`config.mk`:
```
export PLATFORM = sky130hd
export DESIGN_NAME = alarm_clock_controller
export DESIGN_NICKNAME = d
export VERILOG_FILES = /design/src/rtl/alarm_clock_controller.sv
export SDC_FILE = /design/constraint.sdc
export NUM_CORES = 1
export LEC_CHECK = 0
export BUFFER_PORTS_ARGS = -buffer_cell sky130_fd_sc_hd__buf_2
export CAP_MARGIN = 15
export CORE_AREA = 2 2 59 61
export DETAILED_ROUTE_END_ITERATION = 7
export DIE_AREA = 0 0 61 63
export GPL_ROUTABILITY_DRIVEN = 1
export PLACE_DENSITY = 0.72
export SLEW_MARGIN = 20
export SYNTH_ARGS = -nofsm -noshare
export SYNTH_HDL_FRONTEND = slang
export SYNTH_SLANG_ARGS = --single-unit
```
`constraint.sdc`:
```
create_clock -name clk_i -period 2.79 [get_ports clk_i]
set_clock_uncertainty 0.2 [all_clocks]
set_input_delay 0.1395 -clock clk_i [delete_from_list [all_inputs] [get_ports clk_i]]
set_output_delay 0.1395 -clock clk_i [all_outputs]
set_load 0.02 [all_outputs]
```
`src/rtl/alarm_clock_controller.sv`:
```
// alarm_clock_controller: 1 Hz cascade, set-mode FSM and alarm ring/timeout sequencer.
// Rev 1.0
`default_nettype none

module alarm_clock_controller #(
  parameter int SEC_MOD      = 60,
  parameter int MIN_MOD      = 60,
  parameter int HR_MOD       = 24,
  parameter int RING_SECONDS = 60
) (
  input  logic       clk_i,
  input  logic       reset_i,
  input  logic       tick_1hz_i,
  input  logic       btn_mode_i,
  input  logic       btn_left_i,
  input  logic       btn_right_i,
  input  logic       btn_up_i,
  input  logic       btn_down_i,
  input  logic       alarm_on_i,
  input  logic [5:0] sec_count_i,
  input  logic [5:0] min_count_i,
  input  logic [5:0] alarm_min_count_i,
  input  logic [4:0] hr_count_i,
  input  logic [4:0] alarm_hr_count_i,
  output logic       sec_en_o,
  output logic       min_en_o,
  output logic       hr_en_o,
  output logic       min_dn_o,
  output logic       hr_dn_o,
  output logic       sec_load_o,
  output logic       alarm_min_en_o,
  output logic       alarm_hr_en_o,
  output logic       alarm_min_dn_o,
  output logic       alarm_hr_dn_o,
  output logic       setting_o,
  output logic [1:0] sel_field_o,
  output logic       blink_o,
  output logic       ringing_o
);

  localparam int         RW       = $clog2(RING_SECONDS + 1);
  localparam logic [5:0] SEC_LAST = 6'(SEC_MOD - 1);
  localparam logic [5:0] MIN_LAST = 6'(MIN_MOD - 1);

  // Moduli must fit the counter port widths.
  if (SEC_MOD < 2 || SEC_MOD > 64 || MIN_MOD < 2 || MIN_MOD > 64 ||
      HR_MOD < 2 || HR_MOD > 32 || RING_SECONDS < 1) begin : g_bad_params
    $error("alarm_clock_controller: parameter out of range");
  end

  typedef enum logic [2:0] {
    RUN           = 3'd0,
    SET_TIME_HR   = 3'd1,
    SET_TIME_MIN  = 3'd2,
    SET_ALARM_HR  = 3'd3,
    SET_ALARM_MIN = 3'd4
  } state_t;

  state_t          state_q;
  logic [1:0]      sel_q;
  logic            setting_q, blink_q, ringing_q, match_q;
  logic [RW-1:0]   ring_cnt_q;
  logic            sec_en_q, min_en_q, hr_en_q, min_dn_q, hr_dn_q, sec_load_q;
  logic            amin_en_q, ahr_en_q, amin_dn_q, ahr_dn_q;

  logic [1:0]      sel_next_d, sel_prev_d;
  logic            w_match, w_any_btn, w_btn_act, w_in_set, w_sec_last, w_min_last;

  assign sel_next_d = sel_q + 2'd1;
  assign sel_prev_d = sel_q - 2'd1;
  assign w_in_set   = (state_q != RUN);
  assign w_sec_last = (sec_count_i == SEC_LAST);
  assign w_min_last = (min_count_i == MIN_LAST);
  assign w_match    = !w_in_set && alarm_on_i && (sec_count_i == 6'd0) &&
                      (min_count_i == alarm_min_count_i) && (hr_count_i == alarm_hr_count_i);
  assign w_any_btn  = btn_mode_i | btn_left_i | btn_right_i | btn_up_i | btn_down_i;
  // A button pressed while ringing only dismisses the alarm.
  assign w_btn_act  = ~(ringing_q & w_any_btn);

  function automatic state_t field_state(input logic [1:0] f);
    case (f)
      2'd0:    field_state = SET_TIME_HR;
      2'd1:    field_state = SET_TIME_MIN;
      2'd2:    field_state = SET_ALARM_HR;
      default: field_state = SET_ALARM_MIN;
    endcase
  endfunction

  always_ff @(posedge clk_i) begin
    if (reset_i) begin
      state_q    <= RUN;
      sel_q      <= 2'd0;
      setting_q  <= 1'b0;
      blink_q    <= 1'b0;
      ringing_q  <= 1'b0;
      match_q    <= 1'b0;
      ring_cnt_q <= '0;
      sec_en_q   <= 1'b0;
      min_en_q   <= 1'b0;
      hr_en_q    <= 1'b0;
      min_dn_q   <= 1'b0;
      hr_dn_q    <= 1'b0;
      sec_load_q <= 1'b0;
      amin_en_q  <= 1'b0;
      ahr_en_q   <= 1'b0;
      amin_dn_q  <= 1'b0;
      ahr_dn_q   <= 1'b0;
    end else begin
      sec_en_q   <= 1'b0;
      min_en_q   <= 1'b0;
      hr_en_q    <= 1'b0;
      min_dn_q   <= 1'b0;
      hr_dn_q    <= 1'b0;
      sec_load_q <= 1'b0;
      amin_en_q  <= 1'b0;
      ahr_en_q   <= 1'b0;
      amin_dn_q  <= 1'b0;
      ahr_dn_q   <= 1'b0;
      match_q    <= w_match;

      if (ringing_q) begin
        if (!alarm_on_i || w_any_btn) begin
          ringing_q  <= 1'b0;
          ring_cnt_q <= '0;
        end else if (tick_1hz_i) begin
          if (ring_cnt_q == RW'(RING_SECONDS - 1)) begin
            ringing_q  <= 1'b0;
            ring_cnt_q <= '0;
          end else begin
            ring_cnt_q <= ring_cnt_q + 1'b1;
          end
        end
      end else if (w_match && !match_q) begin
        ringing_q  <= 1'b1;
        ring_cnt_q <= '0;
      end

      if (!w_in_set && tick_1hz_i) begin
        sec_en_q <= 1'b1;
        min_en_q <= w_sec_last;
        hr_en_q  <= w_sec_last && w_min_last;
      end

      if (w_in_set && tick_1hz_i) begin
        blink_q <= ~blink_q;
      end

      if (w_btn_act) begin
        if (btn_mode_i) begin
          sel_q   <= 2'd0;
          blink_q <= 1'b0;
          if (w_in_set) begin
            state_q    <= RUN;
            setting_q  <= 1'b0;
            sec_load_q <= 1'b1;
          end else begin
            state_q   <= SET_TIME_HR;
            setting_q <= 1'b1;
          end
        end else if (w_in_set) begin
          if (btn_left_i || btn_right_i) begin
            if (btn_left_i ^ btn_right_i) begin
              sel_q   <= btn_left_i ? sel_prev_d : sel_next_d;
              state_q <= field_state(btn_left_i ? sel_prev_d : sel_next_d);
            end
          end else if (btn_up_i ^ btn_down_i) begin
            case (sel_q)
              2'd0: begin hr_en_q   <= btn_up_i; hr_dn_q   <= btn_down_i; end
              2'd1: begin min_en_q  <= btn_up_i; min_dn_q  <= btn_down_i; end
              2'd2: begin ahr_en_q  <= btn_up_i; ahr_dn_q  <= btn_down_i; end
              default: begin amin_en_q <= btn_up_i; amin_dn_q <= btn_down_i; end
            endcase
          end
        end
      end
    end
  end

  assign sec_en_o       = sec_en_q;
  assign min_en_o       = min_en_q;
  assign hr_en_o        = hr_en_q;
  assign min_dn_o       = min_dn_q;
  assign hr_dn_o        = hr_dn_q;
  assign sec_load_o     = sec_load_q;
  assign alarm_min_en_o = amin_en_q;
  assign alarm_hr_en_o  = ahr_en_q;
  assign alarm_min_dn_o = amin_dn_q;
  assign alarm_hr_dn_o  = ahr_dn_q;
  assign setting_o      = setting_q;
  assign sel_field_o    = sel_q;
  assign blink_o        = blink_q;
  assign ringing_o      = ringing_q;

endmodule

`default_nettype wire

```
== Word-level counts from Yosys, hierarchy flattened ==
Index checks and enable logic that the tools add are counted.
Storage, ports and cells
  register bits: 25
  input port bits: 37
  output and inout bits: 15
  logic and storage cells: 115
Cells by class
  add/subtract/negate cells: 3
  eq/ne operators: 10
  muxes and demuxes: 41
  bitwise gates (word level): 15
  reduce and logical (&&, ||, !) cells: 29
Operators by type and width (number)
  2-to-1 mux 6 bit: 5
  2-to-1 mux 1 bit: 26
  OR reduction 7 bit: 3
  equality test 6 bit (second input constant): 3
  2-to-1 mux 3 bit: 4
  2-to-1 mux 2 bit: 5
  case mux 3 bit (3 select lines): 1
  OR reduction 9 bit: 1
  logical AND 1 bit: 8
  NOT 1 bit: 8
  nonzero test 2 bit: 4
  adder 6 x 1 -> 6 bit (second input constant): 1
  equality test 6 bit: 1
  zero test 6 bit: 1
  equality test 5 bit: 1
  equality test 2 x 1 -> 1 bit (second input constant): 2
  equality test 2 bit (second input constant): 2
  zero test 2 bit: 2
  OR 1 bit: 4
  AND reduction 2 bit: 2
  AND reduction 4 bit: 1
  zero test 1 bit: 3
  != test 3 x 2 -> 1 bit (second input constant): 1
  nonzero test 3 bit: 1
  other kinds (6): 8

== Logic depth before layout (Yosys ltp) ==
Gate-level depths: netlist of the first run.
  word-level depth: 10
  gate-level depth with buffers: 7
  mapped depth without buffers: 7

== Least setup slack after synthesis of the first run ==
No wires, ideal clock.
  path kind: reg2reg
  start point: register ringing_q, in the netlist ringing_o
  end point: register ring_cnt_q[2]
  library setup time: 74 ps
  data arrival time: 1780 ps
  data required time: 2516 ps
  slack: 736 ps
  cell stages (with the launch flop): 6
  buffers on the path: 1
  period minus slack after synthesis: 2054 ps
  cell sequence: dfxtp_1 > clkbuf_1 > o41ai_4 > nand4bb_1 > or4b_1 > o21ai_0
Between the ends
  longest elaborated chain between the ends: 2
  elaborated cells between the ends (all ways): 4
  classes of those cells: eq/ne: 1; mux: 1; reduce/logical: 2
Ends and longest elaborated chain
  start, declared: RTL line 61  | logic setting_q, blink_q, ringing_q, match_q;
  start signal, assigned: RTL line 95  | ringing_q <= 1'b0;
  start signal, assigned: RTL line 123  | ringing_q <= 1'b0;
  start signal, assigned: RTL line 127  | ringing_q <= 1'b0;
  != test 3 x 2 -> 1 bit (no source line) or nonzero test 2 bit (tied branches)
  AND reduction 2 bit (no source line)
  end signal, assigned: RTL line 130  | ring_cnt_q <= ring_cnt_q + 1'b1;
  end, declared: RTL line 62  | logic [RW-1:0] ring_cnt_q;
Several ways; a longest one is shown, not always the timed one.
A chain may end at the register's enable or synchronous reset.

== Final worst setup path of the first run ==
  start point: input port sec_count_i[4]
  end point: register match_q
Between the ends
  longest elaborated chain between the ends: 4
Ends and longest elaborated chain
  start, declared: RTL line 20  | input logic [5:0] sec_count_i,
  zero test 6 bit: RTL line 74  | assign w_match = !w_in_set && alarm_on_i && (sec_count_i == 6'd0) &&
  logical AND 1 bit (2 in a row): RTL line 74
  logical AND 1 bit: RTL line 75  | (min_count_i == alarm_min_count_i) && (hr_count_i == alarm_hr_count_i);
  end signal, assigned: RTL line 119  | match_q <= w_match;
  end, declared: RTL line 61
Every way passes these cells.

==> results of run 1 <==
-- repair_timing --
item	4_1_cts	5_1_grt
hold buffers	8	0
hold endpoints to repair	11	0
resized for setup	0	1
setup buffers	0	0
endpoints found under the setup margin	0	1
-- report_power, final --
group / internal [W] / switching (W)
sequential: 0.000363 / 0.00000354
clock: 0.0000537 / 0.000109
combinational: 0.0000513 / 0.0000617
total: 0.000468 / 0.000174
-- how the worst max path moves through the flow --
stage,start,end,slack (ns),cells after the start
4_1_cts,state_q[2]$_SDFFE_PP0P_,hr_en_o$_SDFF_PP0_,0.24,6
3_3_place_gp,sec_count_i[1],ring_cnt_q[5]$_SDFFE_PP0P_,0.52,6
2_1_floorplan,ringing_o$_SDFF_PP0_,ring_cnt_q[2]$_SDFFE_PP0P_,0.74,5
3_5_place_dp,sec_count_i[1],ring_cnt_q[5]$_SDFFE_PP0P_,0.52,6
5_1_grt,sec_count_i[4],match_q$_SDFF_PP0_,0.20,8
6_report,sec_count_i[4],match_q$_SDFF_PP0_,0.28,8
-- through the flow --
| stage | setup slack, ns | hold WS (ns) | utilization (%) | std cells | power (W) |
|---|---|---|---|---|---|
| global placement | 0.523 | 0.242 | 51.9 | 255 | 0.000481 |
| detailed placement | 0.517 | 0.245 | 51.9 | 255 | 0.000481 |
| CTS | 0.238 | 0.0142 | 55.2 | 267 | 0.000648 |
| finish | 0.284 | 0.0228 | 55.4 | 267 | 0.000643 |
| floorplan | 0.736 | 0.0777 | - | 161 | 0.000431 |
| global route | 0.198 | 0.0331 | 55.4 | 267 | 0.000679 |
-- worst max-delay path, delay by kind of cell --
kind | cells | cell delay (ns)
AND/OR/NAND/NOR | 4 | 0.61
buffers and inverters | 4 | 1.78
-- per-layer routing --
layer	vias up	track usage [%]	part of all wire, %
li1	698	-	-
met1	609	23.7	43
met2	50	28.9	49
met3	2	3.93	7.4
met4	0	5.16	0.73
met5	-	0	0
-- kinds of logic (layout without fill, tap and decap cells) --
group                      count (synthesis)  in the layout  share of synthesized area, %
and+or+nand+nor                           76             76                          31.7
buffers and inverters                     14             74                          3.82
AOI/OAI and AO/OA                         26             26                          13.6
DFF                                       25             25                          36.4
xor gates and xnor gates                  13             13                          8.27
muxes                                      1              1                         0.727
adders and majority gates                  6              6                          5.45
-- cells in the mapped netlist --
cell	instances
or4b_1	1
and4b_1	1
ha_1	6
mux2i_1	1
a22oi_1	4
nand4bb_1	1
or4b_2	1
o21a_1	1
nor4_1	7
or3_4	1
xor2_1	13
or2_2	1
nand3_2	1
a311oi_1	1
clkbuf_1	3
nand2b_1	6
nand4_1	4
or3_1	3
nand2_1	12
o41ai_4	1
o32ai_1	1
or4b_4	1
nor4b_1	1
nor3_2	1
or4_1	1
o21ai_0	3
nand3_1	5
nor3_1	8
a21oi_1	12
o21ai_4	1
inv_1	11
a21o_1	1
and3_1	1
a31oi_1	1
nand4b_1	1
dfxtp_1	25
nor2b_1	1
nor2_1	16
or4_4	1
-- cell type report --
| class | count | area (um2) | area share, % |
|---|---|---|---|
| Clock buffer | 3 | 22.5 | 1.26 |
| Clock inverter | 1 | 5.00 | 0.280 |
| Inverter | 11 | 41.3 | 2.31 |
| Multi-Input combinational cell | 122 | 828 | 46.3 |
| Sequential cell | 25 | 500 | 28.0 |
| Tap cell | 46 | 57.6 | 3.21 |
| Timing Repair Buffer | 59 | 335 | 18.7 |
-- cells in the final DEF (no fill, tap or decap), types with 3 or more instances in the layout --
| master | netlist | final |
|---|---|---|
| nor3_1 | 8 | 7 |
| dlygate4sd3_1 | 0 | 8 |
| ha_1 | 6 | 6 |
| buf_2 | 0 | 51 |
| o21ai_0 | 3 | 3 |
| nor2_1 | 16 | 16 |
| a21oi_1 | 12 | 12 |
| nand2b_1 | 6 | 6 |
| xor2_1 | 13 | 13 |
| a22oi_1 | 4 | 4 |
| dfxtp_1 | 25 | 25 |
| inv_1 | 11 | 11 |
| nand4_1 | 4 | 4 |
| clkbuf_4 | 0 | 3 |
| nand2_1 | 12 | 12 |
| nor4_1 | 7 | 7 |
| or3_1 | 3 | 3 |
| nand3_1 | 5 | 5 |
==> impl_metrics.env, run 1 <==
export IMPL_status="complete, no violations"
export IMPL_place_gp_congestion=0.738
export IMPL_cpMaxStageDelayCell="dlygate4sd3_1"
export IMPL_grt_ovfl_total=0
export IMPL_end_kind="flop"
export IMPL_r2r_cells=6
export IMPL_reg2reg_from="state_q[2]$_SDFFE_PP0P_"
export IMPL_antenna_found_initial=0
export IMPL_synth_cell_type_count=39
export IMPL_core_um2=3230
export IMPL_grt_pass1_wl_um=5420
export IMPL_yosysTopAreaCell="dfxtp_1"
export IMPL_hold_viol=0
export IMPL_wl_per_cell_um=11.7
export IMPL_ys_top_cells_by_area="dfxtp_1 (36%), xor2_1 (8.3%), ha_1 (5.5%)"
export IMPL_num_rows=21
export IMPL_hold_end="state_q[1]$_SDFFE_PP0P_"
export IMPL_timing_setup_critical_path_class="input pin to flop"
export IMPL_synthesis_area_um2=1380
export IMPL_min_delay_start="reset_i"
export IMPL_insertedDiodeCount=0
export IMPL_cp_arrival_ns=2.55
export IMPL_powerDensity_nw_per_um2=359
export IMPL_synth_fp_nets=204
export IMPL_path_cells="dlygate4sd3_1, buf_2, or3_1, dlygate4sd3_1, nor2_1, dlygate4sd3_1, nand2_1, nor3_1"
export IMPL_ant_nets=0
export IMPL_fin_crit_ns=2.51
export IMPL_synth_cells=161
export IMPL_fmax_ghz=0.399
export IMPL_ys_warnings_count=0
export IMPL_num_nets_final=265
export IMPL_critPathLaunchType="input pin"
export IMPL_slew_headroom_pct=65.9
export IMPL_r2r_slack_ns=0.46
export IMPL_drc=0
export IMPL_firstDrtPassIters=4
export IMPL_fillCellCount=309
export IMPL_worstHoldPathCells=2
export IMPL_chipWidth_um=61
export IMPL_fin_area_um2=1790
export IMPL_io_buffer_count=51
export IMPL_cp_required_ns=2.84
export IMPL_cts_tree="done"
export IMPL_cts_path_max_buffers=2
export IMPL_place_area_um2=1680
export IMPL_clk_pin_slew_ns=0.14
export IMPL_crit_top_cell="dlygate4sd3_1"
export IMPL_via_per_inst=5.09
export IMPL_die_area_um2=3840
export IMPL_cts_sinks=25
export IMPL_grt_max_degree=26
export IMPL_boundaryPins=52
export IMPL_numCtsBuffers=3
export IMPL_syn_to_final_growth_pct=30.1
export IMPL_ys_seq_area_share_pct=36.4
export IMPL_drt_total_wl_um=3130
export IMPL_max_vdd_ir_drop_uv=148
export IMPL_timing_final_crit_share_pct=89.8
export IMPL_htree_levels=1
export IMPL_synth_seq_cells=25
export IMPL_cts_root_buffer="clkbuf_4"
export IMPL_drive_above_1_share_pct=29.4
export IMPL_syn_avg_cell_area_um2=8.55
export IMPL_critical_path_max_stage_delay_ns=0.57
export IMPL_start_util_pct=42.6
export IMPL_final_max_slew_viol_count=0
export IMPL_synth_top_area_share_pct=36.4
export IMPL_maxCapViolCount=0
export IMPL_largest_reg_flops=6
export IMPL_grt_pass1_vias=1262
export IMPL_min_path_type="input pin to flop"
export IMPL_critPathMaxFanout=2
export IMPL_setup_violations_final=0
export IMPL_grtUsageTotal_pct=18.0
export IMPL_rr_endpoint="hr_en_o$_SDFF_PP0_"
export IMPL_die_h_um=63
export IMPL_hpwl_um=2450
export IMPL_tns_ns=0
export IMPL_clk_insertion_delay_late_ns=0.32
export IMPL_power_leakage_nw=0.780
export IMPL_num_vias=1359
export IMPL_rsz0062_at_grt="false"
export IMPL_largest_register="ring_cnt_q"
export IMPL_tightestPinTransition_ns=0.509
export IMPL_first_iter_violations=47
Power figures use the tool's default switching activity.
==> inputs of run 2 (changes only) <==
- clock period: 2.79 -> 3 ns (I/O delays scaled with it)
==> run 2 against run 1 <==
Clock-buffer cell count unchanged. Sequential power down 7.1%. Die area unchanged. Register-to-register slack got worse by 0.04 ns. Clock power is 6% lower. Global-route usage increased by 0.68 points. Non-clock buffer count did not move. Sequential cell count unchanged. Critical endpoint is now hr_en_o$_SDFF_PP0_. Largest power group unchanged. Core utilization fell by 0.15 points. Via count grew 0.15%.
==> impl_metrics.env, run 2 (synthesis gave the netlist of run 1 again) <==
export IMPL_grtUsageTotal_pct=18.7
export IMPL_cp_required_ns=3.06
export IMPL_post_cts_buffers=0
export IMPL_grt_pass1_wl_um=5600
export IMPL_power_leakage_nw=0.779
export IMPL_r2r_slack_ns=0.42
export IMPL_final_max_slew_viol_count=0
export IMPL_powerDensity_nw_per_um2=336
export IMPL_core_um2=3230
export IMPL_cp_arrival_ns=2.64
export IMPL_grt_pass1_vias=1282
export IMPL_crit_top_cell="nor3_1"
export IMPL_fin_crit_ns=2.58
export IMPL_clk_pin_slew_ns=0.14
export IMPL_die_area_um2=3840
export IMPL_insertedDiodeCount=0
export IMPL_r2r_cells=6
export IMPL_cts_sinks=25
export IMPL_reg2reg_from="state_q[2]$_SDFFE_PP0P_"
export IMPL_drive_above_1_share_pct=29.0
export IMPL_timing_setup_critical_path_class="flop to flop"
export IMPL_setup_violations_final=0
export IMPL_clk_insertion_delay_late_ns=0.32
export IMPL_antenna_found_initial=0
export IMPL_hpwl_um=2480
export IMPL_chipWidth_um=61
export IMPL_drc=0
export IMPL_max_vdd_ir_drop_uv=168
export IMPL_cts_tree="done"
export IMPL_wl_met2_um=1560
export IMPL_first_iter_violations=23
export IMPL_rr_endpoint="hr_en_o$_SDFF_PP0_"
export IMPL_htree_levels=1
export IMPL_cpMaxStageDelayCell="dlygate4sd3_1"
export IMPL_min_delay_start="alarm_hr_count_i[4]"
export IMPL_largest_reg_flops=6
export IMPL_path_cells="nor3_1, nand2_1, nor3_1, nand4_1, dlygate4sd3_1, a21oi_1"
export IMPL_start_util_pct=42.6
export IMPL_firstDrtPassIters=4
export IMPL_wl_met3_um=206
export IMPL_drt_total_wl_um=3220
export IMPL_grt_ovfl_total=0
export IMPL_total_power_w=0.000600
export IMPL_place_gp_congestion=0.785
export IMPL_dr_max_layer_used="met4"
export IMPL_hold_viol=0
export IMPL_timing_final_crit_share_pct=86.0
export IMPL_cts_path_max_buffers=2
export IMPL_maxCapViolCount=0
export IMPL_largest_register="ring_cnt_q"
export IMPL_ant_nets=0
export IMPL_cts_root_buffer="clkbuf_4"
export IMPL_min_path_type="input pin to flop"
export IMPL_rsz0062_at_grt="false"
export IMPL_wl_per_cell_um=12.1
export IMPL_num_nets_final=265
export IMPL_via_per_inst=5.10
export IMPL_fmax_ghz=0.388
export IMPL_postCtsHoldBufs=8
export IMPL_die_h_um=63
export IMPL_tns_ns=0
export IMPL_io_buffer_count=51
export IMPL_worstHoldPathCells=5
export IMPL_numCtsBuffers=3
export IMPL_num_rows=21
export IMPL_grt_max_degree=26
export IMPL_wl_met1_um=1420
export IMPL_critPathLaunchType="flop"
export IMPL_tightestPinTransition_ns=0.619
export IMPL_syn_to_final_growth_pct=29.7
export IMPL_critical_path_max_stage_delay_ns=0.58
export IMPL_end_kind="flop"
export IMPL_hold_end="match_q$_SDFF_PP0_"
export IMPL_boundaryPins=52
export IMPL_critPathMaxFanout=6
export IMPL_num_vias=1361
export IMPL_slew_headroom_pct=58.4
export IMPL_status="complete, no violations"
export IMPL_ctsResizeCount=0
export IMPL_final_cell_mix="buf_2 (51), dfxtp_1 (25), nor2_1 (16)"
export IMPL_layout_commonest_cell="buf_2"
run 2: cell types whose count changed in the layout (fill, tap and decap cells not counted):
cell and change:
nor3_1 +1, nor3_2 -1
run 2: worst max path at each step:
| stage | from | to | slack (ns) | cells after the start |
|---|---|---|---|---|
| global placement | sec_count_i[1] | ring_cnt_q[5]$_SDFFE_PP0P_ | 0.75 | 6 |
| floorplan | ringing_o$_SDFF_PP0_ | ring_cnt_q[2]$_SDFFE_PP0P_ | 0.95 | 5 |
| detailed placement | sec_count_i[1] | ring_cnt_q[5]$_SDFFE_PP0P_ | 0.73 | 6 |
| CTS | state_q[2]$_SDFFE_PP0P_ | hr_en_o$_SDFF_PP0_ | 0.44 | 6 |
| global route | state_q[2]$_SDFFE_PP0P_ | hr_en_o$_SDFF_PP0_ | 0.20 | 6 |
| finish | state_q[2]$_SDFFE_PP0P_ | hr_en_o$_SDFF_PP0_ | 0.42 | 6 |
run 2: final cells by class:
class	count	area (um2)
inverter	11	41.3
timing repair buffer	59	335
sequential	25	500
clock inverter	1	5.00
multi-input combinational	122	823
tap	46	57.6
fill	327	1450
clock buffer	3	22.5
run 2: critical path, delay by kind of cell, from the launching register on:
family	cells	cell delay, ns
AOI/OAI and AO/OA	1	0.14
DFF	1	0.35
and+or+nand+nor	4	1.26
buffers and inverters	1	0.58
run 2: power by group:
group          switching, W  internal (W)
registers        0.00000305      0.000338
clock network      0.000103     0.0000500
logic             0.0000592     0.0000476
run 2: through the flow:
step	setup slack, ns	instance area (um2)	utilization [%]	instances	hold WS [ns]
after global routing	0.196	1790	55.2	267	0.0476
after floorplan	0.946	1380	-	161	0.0882
final	0.419	1790	55.2	267	0.0338
after CTS	0.437	1790	55.2	267	0.0387
after detailed placement	0.731	1680	51.9	255	0.256
after global placement	0.751	1680	51.9	255	0.243
run 2: layer usage:
metal	vias to the layer above	track usage, %
met4	0	4.35
li1	699	-
met1	613	24.6
met3	4	4.14
met5	-	0
met2	45	30.5
==> inputs of run 3 (changes only) <==
- ABC_AREA: not set -> 1
- CORE_AREA: 2 2 59 61 -> 2 2 62 64
- DIE_AREA: 0 0 61 63 -> 0 0 64 66
- PLACE_DENSITY: 0.72 -> 0.71
==> run 3 against run 2 <==
Wire length is 4.4% higher. Core utilization about the same. Clock power is essentially flat. Sequential cell count is the same. Final cell count increased by 33%. Sequential power up 2%. Sequential share of layout area decreased by 2.5 points. Combinational power rose by 45%. Synthesized area is 12% higher. Via count rose by 17%. Global-route usage shrank 1.3 points. Highest routed layer unchanged.
==> impl_metrics.env, run 3 <==
export IMPL_grt_pass1_vias=1517
export IMPL_cp_num_buf_inv=3
export IMPL_numCtsBuffers=3
export IMPL_cp_required_ns=3.06
export IMPL_r2r_cells=9
export IMPL_die_area_um2=4220
export IMPL_cp_arrival_ns=2.58
export IMPL_synthesis_area_um2=1550
export IMPL_final_max_slew_viol_count=0
export IMPL_critical_path_max_stage_delay_ns=0.56
export IMPL_rr_endpoint="hr_en_o$_SDFF_PP0_"
export IMPL_critPathLaunchType="flop"
export IMPL_status="complete, no violations"
export IMPL_ys_warnings_count=0
export IMPL_first_iter_violations=91
export IMPL_postCtsHoldBufs=8
export IMPL_yosysTopAreaCell="dfxtp_1"
export IMPL_synth_cells=244
export IMPL_post_cts_buffers=0
export IMPL_min_path_type="input pin to flop"
export IMPL_multi_input_area_um2=880
export IMPL_rsz0062_at_grt="false"
export IMPL_powerDensity_nw_per_um2=332
export IMPL_ant_nets=0
export IMPL_synth_seq_cells=25
export IMPL_num_rows=22
export IMPL_timing_final_crit_share_pct=83.7
export IMPL_tightestPinTransition_ns=0.302
export IMPL_insertedDiodeCount=0
export IMPL_grt_pass1_wl_um=5990
export IMPL_worstHoldPathCells=6
export IMPL_fmax_ghz=0.398
export IMPL_num_vias=1598
export IMPL_place_area_um2=1860
export IMPL_ys_seq_area_share_pct=32.4
export IMPL_clk_pin_slew_ns=0.14
export IMPL_ys_top_cells_by_area="dfxtp_1 (32%), nand2_1 (17%), inv_1 (9.7%)"
export IMPL_start_util_pct=43.6
export IMPL_cts_tree="done"
export IMPL_io_buffer_count=51
export IMPL_antenna_found_initial=0
export IMPL_maxCapViolCount=0
export IMPL_synth_ff_type="dfxtp_1"
export IMPL_cts_path_max_buffers=2
export IMPL_fillCellCount=356
export IMPL_grt_max_degree=14
export IMPL_timing_setup_critical_path_class="flop to flop"
export IMPL_die_h_um=66
export IMPL_slew_headroom_pct=79.8
export IMPL_yosys_top_cells_count="nand2_1 (70), inv_1 (40), nor2_1 (39)"
export IMPL_synth_edf_count=0
export IMPL_htree_levels=1
export IMPL_synth_cell_type_count=26
export IMPL_r2r_slack_ns=0.49
export IMPL_hold_viol=0
export IMPL_cpMaxStageDelayCell="dlygate4sd3_1"
export IMPL_path_delay_family="buffers and inverters"
export IMPL_tns_ns=0
export IMPL_wl_per_cell_um=9.49
export IMPL_async_flop_share_pct=0
export IMPL_syn_to_final_growth_pct=26.9
export IMPL_via_per_inst=4.51
export IMPL_largest_reg_flops=6
export IMPL_drive_above_1_share_pct=22.2
export IMPL_firstDrtPassIters=4
export IMPL_end_kind="flop"
export IMPL_synth_most_common_cell="nand2_1"
export IMPL_cts_root_buffer="clkbuf_4"
export IMPL_drt_total_wl_um=3360
export IMPL_grt_ovfl_total=0
export IMPL_final_cell_mix="nand2_1 (70), buf_2 (51), inv_1 (40)"
export IMPL_hpwl_um=2790
export IMPL_setup_violations_final=0
export IMPL_num_nets_final=350
export IMPL_core_um2=3550
export IMPL_place_gp_congestion=0.825
export IMPL_cts_sinks=25
export IMPL_max_vdd_ir_drop_uv=155
export IMPL_fin_crit_ns=2.51
export IMPL_largest_register="ring_cnt_q"
export IMPL_chipWidth_um=64
export IMPL_layout_commonest_cell="nand2_1"
export IMPL_fin_hold_ws_ns=0.0163
export IMPL_synth_top_area_share_pct=32.4
export IMPL_min_delay_start="sec_count_i[3]"
export IMPL_reg2reg_from="state_q[2]$_SDFFE_PP0P_"
export IMPL_path_cells="nor2_2, nand2_2, inv_2, nand2_1, nor2_1, nand4_1, dlygate4sd3_1, a21oi_1, dlygate4sd3_1"
export IMPL_ctsResizeCount=0
export IMPL_drc=0
export IMPL_synth_fp_nets=287
export IMPL_crit_top_cell="dlygate4sd3_1"
export IMPL_regArea_um2=500
export IMPL_hold_end="match_q$_SDFF_PP0_"
export IMPL_critPathMaxFanout=5
export IMPL_boundaryPins=52
export IMPL_syn_avg_cell_area_um2=6.34
export IMPL_power_leakage_nw=1.03
export IMPL_clk_insertion_delay_late_ns=0.31
export IMPL_fin_area_um2=1960
export IMPL_grtUsageTotal_pct=17.3
[run 3: changes by cell type after synthesis, moves of 4 or more]
| cell | before | now |
|---|---|---|
| nand2_1 | 12 | 70 |
| inv_1 | 11 | 40 |
| nor2_1 | 16 | 39 |
| xor2_1 | 13 | 3 |
| nand2b_1 | 6 | 0 |
| nand3_1 | 5 | 10 |
| nor3_1 | 8 | 3 |
| a22oi_1 | 4 | 0 |
[run 3: tightest hold or removal path, stage by stage]
cell and delay, ns:
buf_2 0.09, nor2_1 0.04, nand2_1 0.07, nor4_1 0.05
nand3_1 0.06, nor2_1 0.04
[run 3: area by class of cell]
cell class | instances | area share, %
repair buffers | 59 | 17.1
multi-input cells | 175 | 44.8
inverters | 43 | 8.22
well taps | 48 | 3.06
clock buffers | 4 | 1.34
flip-flops and latches | 25 | 25.5
[run 3: cell families (layout without fill, tap and decap cells)]
family | Yosys count | in the layout | share of synthesized area, %
compound gates | 16 | 16 | 6.07
flops | 25 | 25 | 32.4
fa+ha+maj | 6 | 6 | 4.85
xor+xnor | 6 | 6 | 3.40
simple gates | 147 | 147 | 42.6
buf+inv | 44 | 106 | 10.8
[run 3: routing by layer]
layer | up-vias | global-route usage, % | wire [um]
met3 | 6 | 1.70 | 186
met5 | - | 0 | 0
li1 | 882 | - | -
met4 | 0 | 6.25 | 52
met1 | 655 | 21.2 | 1550
met2 | 55 | 31.4 | 1570
[run 3: worst max path at each step]
stage | from | endpoint | slack (ns) | depth (start not counted)
4_1_cts | state_q[2]$_SDFFE_PP0P_ | hr_en_o$_SDFF_PP0_ | 0.49 | 9
5_1_grt | state_q[2]$_SDFFE_PP0P_ | hr_en_o$_SDFF_PP0_ | 0.30 | 9
3_3_place_gp | sel_field_o[0]$_SDFFE_PP0P_ | state_q[1]$_SDFFE_PP0P_ | 1.38 | 6
2_1_floorplan | sel_field_o[0]$_SDFFE_PP0P_ | state_q[1]$_SDFFE_PP0P_ | 1.27 | 6
6_report | state_q[2]$_SDFFE_PP0P_ | hr_en_o$_SDFF_PP0_ | 0.49 | 9
3_5_place_dp | sel_field_o[0]$_SDFFE_PP0P_ | state_q[1]$_SDFFE_PP0P_ | 1.35 | 6
[run 3: report_power, final]
part | switching, W | leakage (nW) | internal (W) | total [W]
Sequential | 0.00000502 | 0.203 | 0.000342 | 0.000347
Combinational | 0.0000936 | 0.811 | 0.0000611 | 0.000155
Clock | 0.0000984 | 0.0150 | 0.0000518 | 0.000150
[run 3: metrics by stage]
| step | utilization [%] | power [W] | worst slack, ns | instances |
|---|---|---|---|---|
| 6_report | 55.3 | 0.000652 | 0.488 | 354 |
| 5_1_grt | 55.3 | 0.000697 | 0.300 | 354 |
| 4_1_cts | 55.3 | 0.000657 | 0.492 | 354 |
| 3_5_place_dp | 52.3 | 0.000503 | 1.35 | 342 |
| 3_3_place_gp | 52.3 | 0.000501 | 1.38 | 342 |
| 2_1_floorplan | - | 0.000447 | 1.27 | 244 |
